## src/rtl/cp0_regfile.sv

```systemverilog
// MIPS-style CP0 register subset: Status, Cause, EPC, BadVAddr, Count and Compare.
// Handles MTC0/MFC0 access, exception entry and ERET bookkeeping, and the Count/Compare timer.
module cp0_regfile #(
    parameter logic [31:0] STATUS_RESET = 32'h0040_0000,
    parameter int unsigned TIMER_DIV2   = 1
) (
    input  logic        clk,
    input  logic        rst,
    input  logic        we_i,
    input  logic [4:0]  waddr_i,
    input  logic [4:0]  raddr_i,
    input  logic [31:0] wdata_i,
    input  logic [31:0] except_type_i,
    input  logic [31:0] pc_i,
    input  logic        in_delayslot_i,
    input  logic [31:0] badvaddr_i,
    input  logic [5:0]  ext_int_i,
    output logic [31:0] rdata_o,
    output logic [31:0] status_o,
    output logic [31:0] cause_o,
    output logic [31:0] epc_o,
    output logic [31:0] badvaddr_o,
    output logic [31:0] count_o,
    output logic [31:0] compare_o,
    output logic        timer_int_o
);
    localparam logic [4:0]  REG_BADVADDR = 5'd8;
    localparam logic [4:0]  REG_COUNT    = 5'd9;
    localparam logic [4:0]  REG_COMPARE  = 5'd11;
    localparam logic [4:0]  REG_STATUS   = 5'd12;
    localparam logic [4:0]  REG_CAUSE    = 5'd13;
    localparam logic [4:0]  REG_EPC      = 5'd14;
    localparam logic [31:0] EXC_ERET     = 32'h0000_000E;
    localparam logic [31:0] EXC_INT      = 32'h0000_0001;
    localparam logic [31:0] EXC_ADEL     = 32'h0000_0004;
    localparam logic [31:0] EXC_ADES     = 32'h0000_0005;

    logic [31:0] status_q, status_d;
    logic [31:0] cause_q, cause_d;
    logic [31:0] epc_q, epc_d;
    logic [31:0] badvaddr_q, badvaddr_d;
    logic [31:0] count_q, count_d;
    logic [31:0] compare_q, compare_d;
    logic        tick_q, tick_d;

    logic exc_entry;
    logic eret;
    logic mtc0;
    logic count_adv;

    assign exc_entry = (except_type_i != '0) && (except_type_i != EXC_ERET);
    assign eret      = (except_type_i == EXC_ERET);
    // An MTC0 colliding with exception entry or ERET is dropped entirely.
    assign mtc0      = we_i && !exc_entry && !eret;
    assign count_adv = (TIMER_DIV2 != 0) ? tick_q : 1'b1;

    // NOTE: every _d is given its current value first, so no path through the block leaves it unassigned (no latch).
    always_comb begin
        status_d   = status_q;
        cause_d    = cause_q;
        epc_d      = epc_q;
        badvaddr_d = badvaddr_q;
        compare_d  = compare_q;
        tick_d     = (TIMER_DIV2 != 0) ? ~tick_q : 1'b0;
        count_d    = count_q + {31'd0, count_adv};

        cause_d[15:10] = ext_int_i;
        if ((count_q == compare_q) && (compare_q != '0)) begin
            cause_d[30] = 1'b1;
        end

        if (mtc0) begin
            case (waddr_i)
                REG_COUNT:   count_d = wdata_i;
                REG_COMPARE: begin
                    compare_d   = wdata_i;
                    cause_d[30] = 1'b0;  // clear beats a same-cycle match
                end
                REG_STATUS: begin
                    status_d[15:8] = wdata_i[15:8];
                    status_d[1:0]  = wdata_i[1:0];
                end
                REG_CAUSE:   cause_d[9:8] = wdata_i[9:8];
                REG_EPC:     epc_d = wdata_i;
                default:     ;
            endcase
        end

        if (exc_entry) begin
            cause_d[6:2] = (except_type_i == EXC_INT) ? 5'd0 : except_type_i[4:0];
            status_d[1]  = 1'b1;
            if ((except_type_i == EXC_ADEL) || (except_type_i == EXC_ADES)) begin
                badvaddr_d = badvaddr_i;
            end
            // A nested exception keeps the EPC/BD of the outermost one.
            if (!status_q[1]) begin
                epc_d       = in_delayslot_i ? (pc_i - 32'd4) : pc_i;
                cause_d[31] = in_delayslot_i;
            end
        end else if (eret) begin
            status_d[1] = 1'b0;
        end
    end

    // NOTE: sequential state uses non-blocking assignments so all registers update together at the edge.
    always_ff @(posedge clk or negedge rst) begin
        if (!rst) begin
            status_q   <= STATUS_RESET;
            cause_q    <= '0;
            epc_q      <= '0;
            badvaddr_q <= '0;
            count_q    <= '0;
            compare_q  <= '0;
            tick_q     <= 1'b0;
        end else begin
            status_q   <= status_d;
            cause_q    <= cause_d;
            epc_q      <= epc_d;
            badvaddr_q <= badvaddr_d;
            count_q    <= count_d;
            compare_q  <= compare_d;
            tick_q     <= tick_d;
        end
    end

    always_comb begin
        rdata_o = '0;
        case (raddr_i)
            REG_BADVADDR: rdata_o = badvaddr_q;
            REG_COUNT:    rdata_o = count_q;
            REG_COMPARE:  rdata_o = compare_q;
            REG_STATUS:   rdata_o = status_q;
            REG_CAUSE:    rdata_o = cause_q;
            REG_EPC:      rdata_o = epc_q;
            default:      rdata_o = '0;
        endcase
    end

    assign status_o    = status_q;
    assign cause_o     = cause_q;
    assign epc_o       = epc_q;
    assign badvaddr_o  = badvaddr_q;
    assign count_o     = count_q;
    assign compare_o   = compare_q;
    assign timer_int_o = cause_q[30];

endmodule
```

## config.mk

```make
export PLATFORM = sky130hd
export DESIGN_NAME = cp0_regfile
export DESIGN_NICKNAME = d
export VERILOG_FILES = /design/src/rtl/cp0_regfile.sv
export SDC_FILE = /design/constraint.sdc
export NUM_CORES = 1
export LEC_CHECK = 0
export CORE_UTILIZATION = 34
export CTS_CLUSTER_SIZE = 20
export DETAILED_ROUTE_END_ITERATION = 6
export PLACE_DENSITY_LB_ADDON = 0.05
export SLEW_MARGIN = 20
export SYNTH_ARGS = -nofsm -noshare
export SYNTH_HDL_FRONTEND = slang
export SYNTH_SLANG_ARGS = --single-unit
```

## constraint.sdc

```tcl
create_clock -name clk -period 7.4 [get_ports clk]
set_input_delay 1.48 -clock clk [delete_from_list [all_inputs] [get_ports clk]]
set_output_delay 1.48 -clock clk [all_outputs]
set_load 0.03 [all_outputs]
```

Yosys cells after proc, flatten, opt, wreduce, memory -nomap -nowiden
Index checks and enable logic that the tools add are counted.
{"block": "word_totals", "register_bits": 154, "inputBits": 148, "output_inout_bits": 225, "ram_bits": 0, "n_memories": 0, "mem_bits_ro": 0, "word_cells": 65, "latchBits": 0}
{"block": "op_classes", "n_mul": 0, "shift": 0, "div_mod_pow": 0, "n_mux": 16, "order_cmp": 0, "n_bitwise": 2, "addsub": 2, "n_eq_ne": 17, "n_reduce_logical": 17}
{"operator": "2-to-1 mux 32 bit", "count": 7}
{"operator": "case mux 32 bit (6 select lines)", "count": 1}
{"operator": "== test 32 x 3 -> 1 bit (second input constant)", "count": 2}
{"operator": "nonzero test 32 bit", "count": 2}
{"operator": "== test 5 x 4 -> 1 bit (second input constant)", "count": 11}
{"operator": "adder 32 x 1 -> 32 bit", "count": 1}
{"operator": "== test 32 x 1 -> 1 bit (second input constant)", "count": 1}
{"operator": "== test 32 bit", "count": 1}
{"operator": "== test 32 x 4 -> 1 bit (second input constant)", "count": 1}
{"operator": "inequality test 32 x 4 -> 1 bit (second input constant)", "count": 1}
{"operator": "subtractor 32 x 3 -> 32 bit (second input constant)", "count": 1}
{"operator": "AND reduction 2 bit", "count": 6}
{"operator": "nonzero test 3 bit", "count": 2}
{"operator": "2-to-1 mux 1 bit", "count": 5}
{"operator": "2-to-1 mux 5 bit", "count": 1}
{"operator": "logical AND 1 bit", "count": 4}
{"operator": "2-to-1 mux 2 bit", "count": 2}
{"operator": "zero test 1 bit", "count": 2}
{"operator": "NOT 1 bit", "count": 2}
{"operator": "logical OR 1 bit", "count": 1}

Depth between registers and ports, before layout
Gate-level depths: netlist of run 1.
{"block": "logic_depth", "ltp_word": 8, "depth_mapped": 7, "mapped_depth_nobuf": 7}

Least setup slack after synthesis of run 1
Ideal clock, no wire load.
{"block": "synth_path", "kind": "input-to-output", "from": "in raddr_i[0]", "to": "out rdata_o[15]", "n_path_buf": 2, "arrival_ps": 3206, "slack_ps": 2714, "cell_stages": 5, "t_required_ps": 5920, "path_cell_list": "clkbuf_1 nor4b_1 clkbuf_1 a22oi_1 nand3_1"}
{"block": "synth_via", "elab_chain_cells": 2, "word_cells_on_any_way": 7, "cone_classes": "eq/ne (6); mux (1)"}
{"element": "start: declaration", "line_no": "11", "rtl": "input logic [4:0] raddr_i,"}
{"element": "== test 5 x 4 -> 1 bit", "line_no": "128", "rtl": "case (raddr_i)"}
{"element": "case mux 32 bit (6 select lines) *", "line_no": "128"}
{"element": "end: declaration", "line_no": "18", "rtl": "output logic [31:0] rdata_o,"}
Mark *: on every way between the ends. The rest lies on a longest branch, timed or not.

Final worst setup path of run 1
{"block": "layout_path", "from": "in raddr_i[4]", "to": "out rdata_o[10]"}
Same word-level chain as after synthesis.

==> results of run 1 <==
-- power groups by stage --
stage	sequential, W	combinational [W]	clock (W)
final	0.000847	0.000195	0.000866
after global routing	0.000847	0.000211	0.000924
after CTS	0.000847	0.000197	0.000893
after global placement	0.000863	0.000195	0
after detailed placement	0.000863	0.000196	0
after floorplan	0.000869	0.0000728	0
-- synthesized netlist by cell type (all sizes together) (2+ instances only) --
master  number  area, um2
nor3        21        110
or2          2       12.5
nor4b        3       41.3
a222oi      17        170
nor4        44        297
mux2i       52        521
or3          6       37.5
nand2b       2       12.5
or4          7       52.6
ha           3       37.5
dfrtp      154       3850
xor2        57        499
a22oi       40        300
clkbuf      34        131
a21oi       11       55.1
and3         7       43.8
mux2        87        980
buf         57        399
or3b         2       17.5
nand2       85        319
nand4b       4       35.0
xnor2       34        298
conb         2       7.51
nand3b       4       30.0
nor2        37        139
o21ai       37        185
nand4       18        113
nand3       19       95.1
inv          8       30.0
-- final cells by class --
type,instances,share of cell area
multi-input cells,651,0.362
flip-flops and latches,154,0.296
repair buffers,345,0.263
clock buffers,19,0.0341
well taps,330,0.0317
clock inverters,13,0.0101
inverters,8,0.00231
diodes,1,0.000192
-- stage by stage --
stage,std cells,hold WS (ns)
floorplan,904,0.398
global placement,1488,0.414
detailed placement,1488,0.416
CTS,1520,0.425
global route,1521,0.443
finish,1521,0.424
-- placed cells by master (no fill, tap or decap), types with 4 or more instances in the layout --
cell type / count
clkinvlp_4: 5
inv_1: 8
a21oi_1: 11
or4_1: 7
nor2_1: 36
conb_1: 39
nand4b_1: 4
or3_1: 6
o21ai_0: 30
nand3b_1: 4
inv_6: 5
mux2i_1: 52
a222oi_1: 17
a22oi_1: 40
xnor2_1: 34
nor4_1: 41
nand3_1: 19
mux2_2: 87
nand2_1: 85
nor3_1: 20
clkdlybuf4s50_1: 332
o21ai_1: 7
clkbuf_16: 17
nand4_1: 18
xor2_1: 57
dfrtp_1: 154
and3_1: 7
buf_4: 12
-- per-layer routing --
| metal | vias to the layer above | global-route usage | wire [um] |
|---|---|---|---|
| li1 | 3718 | - | - |
| met4 | 0 | 0.0715 | 714 |
| met2 | 326 | 0.407 | 15700 |
| met5 | - | 0 | 0 |
| met1 | 3960 | 0.335 | 14700 |
| met3 | 39 | 0.0573 | 2250 |
-- cell families (layout without fill, tap and decap cells) --
logic type,after synthesis,in the layout,synth area share
multiplexers,139,139,0.168
flip-flops,154,154,0.431
adder cells (fa/ha/maj),3,3,0.00420
AND/OR/NAND/NOR,265,265,0.155
buffers and inverters,99,385,0.0627
other,2,40,0.000840
AO/OA/AOI/OAI,114,114,0.0892
XOR/XNOR,91,91,0.0892
-- critical path, cell delays in order --
cell and delay [ns]:
clkdlybuf4s50_1 0.47, or3b_2 0.59, nor2_1 0.76, a22oi_1 0.20, nand3_1 0.14, clkdlybuf4s50_1 0.67
-- worst min-delay path by stage --
stage / start / endpoint / cells past startpoint
CTS: count_adv / count_adv / 1
detailed placement: count_adv / count_adv / 1
global route: count_adv / count_adv / 1
finish: count_adv / count_adv / 1
global placement: count_adv / count_adv / 1
floorplan: count_adv / count_adv / 1
-- sequential cells by signal, summed over array words and instances, names as in the netlist --
signal      flops
cause_o        15
count_adv       1
count_o        32
compare_o      32
badvaddr_o     32
epc_o          32
status_o       10
==> impl_metrics.csv, run 1 <==
group,metric,value,unit
placed_design,dpl_worst_slack,1.64,ns
cts,cts_buffer_depth,2,
synthesis,syn_inst,867,
outcome,run_status,"finished, violations left",
power_and_ir_drop,internal_power,0.00142,W
sta,clock.fmax,0.172,GHz
synthesis,synth_area,0.00894,mm2
worst_setup_path,start_kind,"input port",
sta,rsz0062_at_grt,"no",
worst_setup_path,required,5.92,ns
synthesis,seq_area_frac_synth,0.431,
synthesis,ys_types,50,
power_and_ir_drop,p_per_area,147,mW/mm2
cts,clk_latency,0.43,ns
grt,grt_max_degree,86,
worst_setup_path,cp.arrival,4.33,ns
worst_setup_path,rrSetupSlack,4.77,ns
power_and_ir_drop,pwr-share-seq,0.444,
synthesis,avgSynthCellArea,10.3,um2
power_and_ir_drop,p_leak,5.57,nW
placed_design,port-buffer-count,333,
die,core,0.0255,mm2
sta,fin_tns_setup,0,ns
detailed_routing,num_vias,8043,
worst_setup_path,cp_max_fo,9,
die,row_count,58,
synthesis,synth_flop_cell,"dfrtp_1",
sta,fin_crit,5.81,ns
cts,cts_resized,0,
sta,worstMarginPinSlew,0.993,ns
grt,grt_pass1_wl,50000,um
synthesis,yosys_warnings,0,
die,die-area,0.0269,mm2
sta,finalClockSkew,0.0105,ns
sta,fin_crit_sh,0.785,
placed_design,gp_congestion,0.824,
die,chipWidth,164,um
job,drv_cap,0,
detailed_routing,via_per_inst,5.29,
cts,tritoncts,"built",
power_and_ir_drop,swShare,0.258,
worst_setup_path,timing.rr.start,"count_o[3]",
sta,final-setup-viol-count,0,
worst_setup_path,crit_end,"rdata_o[10]",
detailed_routing,wire_per_inst,22.0,um
cts,cts_setup_buffers,0,
sta,hold_viol_final,0,
worst_setup_path,crit_start,"raddr_i[4]",
sta,relSlewSlack,0.332,
worst_setup_path,reg2regPathDepth,5,
layout,area_delta_synth_final,45.5,%
layout,nNetsFinal,1328,
die,die_h,164,um
cts,cts_root_buf,"clkbuf_16",
power_and_ir_drop,p_total,0.00191,W
detailed_routing,drt-pass1-iter-count,7,
detailed_routing,post-route-drc-count,2,
layout,post-route-util,0.511,
synthesis,ys_ff_latch,154,
power_and_ir_drop,ir_drop,136,uV
detailed_routing,wl,33400,um
placed_design,place_area,0.0124,mm2
cts,path_clk_slew,0.06,ns
layout,num-fill-cells,2416,
worst_setup_path,cp-end-kind,"primary output",
cts,numCtsBuffers,17,
placed_design,place_hpwl,24900,um
detailed_routing,drt_iter0_drc,599,
layout,ff_latch_area,0.00385,mm2
grt,antenna_found_initial,1,
cts,cts.sinks,154,
layout,multi_input_area,0.00471,mm2
synthesis,synth_edf_count,0,
min_path,hp-class,"reg2reg",
cts,ctsHoldBuffers,0,
worst_setup_path,worstReg2RegEnd,"count_o[30]",
power_and_ir_drop,pwr-share-comb,0.102,
cts,htree_levels,4,
detailed_routing,antenna_left,0,
outcome,violations,"DRC",
grt,overflow,0,
grt,grt_pass1_vias,8038,
sta,setup_slack,1.59,ns
layout,final_layout_size_suffix_gt1_frac,0.122,
power_and_ir_drop,clkPwrFrac,0.454,
grt,grtUsageTotal,0.252,
synthesis,ys_async_sr_fraction,1.00,
sta,final_max_slew_viol_count,0,
worst_setup_path,crit_type,"in2out",
power_and_ir_drop,netSwitchingPower,0.000493,W
die,ios,373,
layout,final_area,0.0130,mm2
die,start_util,0.351,
(Power assumes the default switching activity.)
==> run 2: changes to the inputs <==
==> constraint.sdc (replaced) <==
create_clock -name clk -period 6.04 [get_ports clk]
set_input_delay 1.208 -clock clk [delete_from_list [all_inputs] [get_ports clk]]
set_output_delay 1.208 -clock clk [all_outputs]
set_load 0.03 [all_outputs]
==> run 2 against run 1 <==
  * The run now ends clean
  * First-iteration DRC count shrank 29%
  * Die area is the same
  * Largest cell class unchanged
  * Clock power grew 24%
  * Via count grew 0.39%
  * Final area grew 0.55%
  * Non-clock buffer count grew 8
  * Critical endpoint is now rdata_o[21]
  * Core utilization grew 0.28 points
  * Worst hold slack gained 0.0063 ns
  * Cell count grew 0.53%
  * Flip-flop and latch count is the same
  * Power grew 23%
  * Critical path type unchanged
==> impl_metrics.csv, run 2 (same netlist as run 1, synthesis figures left out) <==
group,metric,value,unit
sta,hold_viol_final,0,
sta,final-setup-viol-count,0,
sta,clock.fmax,0.200,GHz
sta,worstMarginPinSlew,0.926,ns
layout,final_cell_mix,"clkdlybuf4s50_1 (332), dfrtp_1 (154), mux2_2 (87)",
die,die_h,164,um
detailed_routing,post-route-drc-count,0,
worst_setup_path,timing.rr.start,"count_o[3]",
min_path,hp-class,"reg2reg",
detailed_routing,antenna_left,0,
cts,htree_levels,4,
power_and_ir_drop,p_per_area,179,mW/mm2
placed_design,place_hpwl,25400,um
sta,setup_slack,1.05,ns
outcome,run_status,"complete, no violations",
worst_setup_path,cp_top_family,"buffers and inverters",
die,ios,373,
grt,grtUsageTotal,0.253,
layout,area_delta_synth_final,46.3,%
layout,post-route-util,0.513,
sta,fin_crit,4.99,ns
layout,num-fill-cells,2424,
cts,cts_setup_buffers,0,
worst_setup_path,cp_max_fo,16,
worst_setup_path,cp.arrival,3.78,ns
detailed_routing,wire_per_inst,22.2,um
worst_setup_path,cpPeakStageDelay,0.66,ns
worst_setup_path,cp_common_cell,"clkdlybuf4s50_1",
sta,fin_tns_setup,0,ns
power_and_ir_drop,ir_drop,153,uV
worst_setup_path,cp_cell_sequence,"clkdlybuf4s50_1 > nand2b_1 > nor4b_2 > buf_4 > a222oi_1 > nand2_1 > clkdlybuf4s50_1",
cts,cts_buffer_depth,2,
sta,final_max_slew_viol_count,0,
grt,overflow,0,
die,row_count,58,
job,drv_cap,0,
grt,grt_pass1_wl,50400,um
min_path,hold_start,"count_adv",
layout,multi_input_area,0.00471,mm2
die,chipWidth,164,um
layout,fin_cells,1529,
placed_design,port-buffer-count,333,
placed_design,gp_congestion,0.828,
layout,ff_latch_area,0.00385,mm2
worst_setup_path,cp_slowest_cell,"clkdlybuf4s50_1",
die,core,0.0255,mm2
sta,finalClockSkew,0.0138,ns
cts,numCtsBuffers,17,
layout,final_layout_size_suffix_gt1_frac,0.129,
placed_design,place_area,0.0125,mm2
grt,grt_pass1_vias,7940,
detailed_routing,wl,33900,um
cts,clk_latency,0.43,ns
detailed_routing,num_vias,8074,
worst_setup_path,start_kind,"input port",
die,start_util,0.351,
cts,tritoncts,"built",
cts,ctsHoldBuffers,0,
sta,fin_crit_sh,0.826,
cts,cts_root_buf,"clkbuf_16",
sta,relSlewSlack,0.377,
grt,antenna_found_initial,1,
worst_setup_path,cp-end-kind,"primary output",
layout,layout_commonest_cell,"clkdlybuf4s50_1",
detailed_routing,drt_iter0_drc,428,
worst_setup_path,crit_type,"in2out",
cts,path_clk_slew,0.06,ns
detailed_routing,via_per_inst,5.28,
worst_setup_path,crit_start,"raddr_i[2]",
layout,nNetsFinal,1336,
placed_design,dpl_worst_slack,1.06,ns
worst_setup_path,critPathBufInv,3,
layout,final_area,0.0131,mm2
grt,grt_max_degree,69,
sta,rsz0062_at_grt,"no",
power_and_ir_drop,p_leak,5.63,nW
die,die-area,0.0269,mm2
detailed_routing,drt-pass1-iter-count,6,
worst_setup_path,required,4.83,ns
cts,cts_resized,0,
cts,cts.sinks,154,
placed_design,dp.cells,1496,
## run 2: changes by cell type in the layout (fill, tap and decap cells not counted), sizes merged
cell | before | now
buf | 13 | 21
clkinv | 1 | 5
clkinvlp | 5 | 2
inv | 14 | 13
## run 2: worst reg2reg max path, cell delays in order, from the launching register on
cell and delay [ns]:
dfrtp_1 0.60, nand4_1 0.41, or4_1 0.81, nor4_1 0.44
xnor2_1 0.17, o21ai_1 0.07
## run 2: final cells by class
type,instances,area share
clock inverters,13,0.0101
inverters,8,0.00230
repair buffers,353,0.266
well taps,330,0.0316
multi-input cells,651,0.360
clock buffers,19,0.0346
flip-flops and latches,154,0.295
diodes,1,0.000191
## run 2: through the flow
step                      hold WS (ns)  power (W)
after global placement           0.413    0.00130
final                            0.430    0.00235
after detailed placement         0.413    0.00130
after global routing             0.453    0.00243
after CTS                        0.428    0.00238
after floorplan                  0.398    0.00115
## run 2: worst paths after layout
| kind | cells past startpoint | slack [ns] | endpoint |
|---|---|---|---|
| max | 7 | 1.05 | rdata_o[21] |
| min | 1 | 0.43 | count_adv |
| max reg2reg | 5 | 3.41 | count_o[28] |
| min reg2reg | 1 | 0.43 | count_adv |
| max in group asynchronous | 2 | 3.91 | epc_o[23] |
| min in group asynchronous | 1 | 0.75 | badvaddr_o[8] |
## run 2: routing by layer
metal | track usage | vias up | wire length [um]
met1 | 0.342 | 4001 | 15000
li1 | - | 3729 | -
met2 | 0.419 | 326 | 16400
met4 | 0.0551 | 0 | 398
met5 | 0 | - | 0
met3 | 0.0455 | 18 | 2180
## run 2: where the power goes
group / internal, W / switching, W
Sequential: 0.00103 / 0.00000332
Combinational: 0.000113 / 0.000129
Clock: 0.000599 / 0.000468
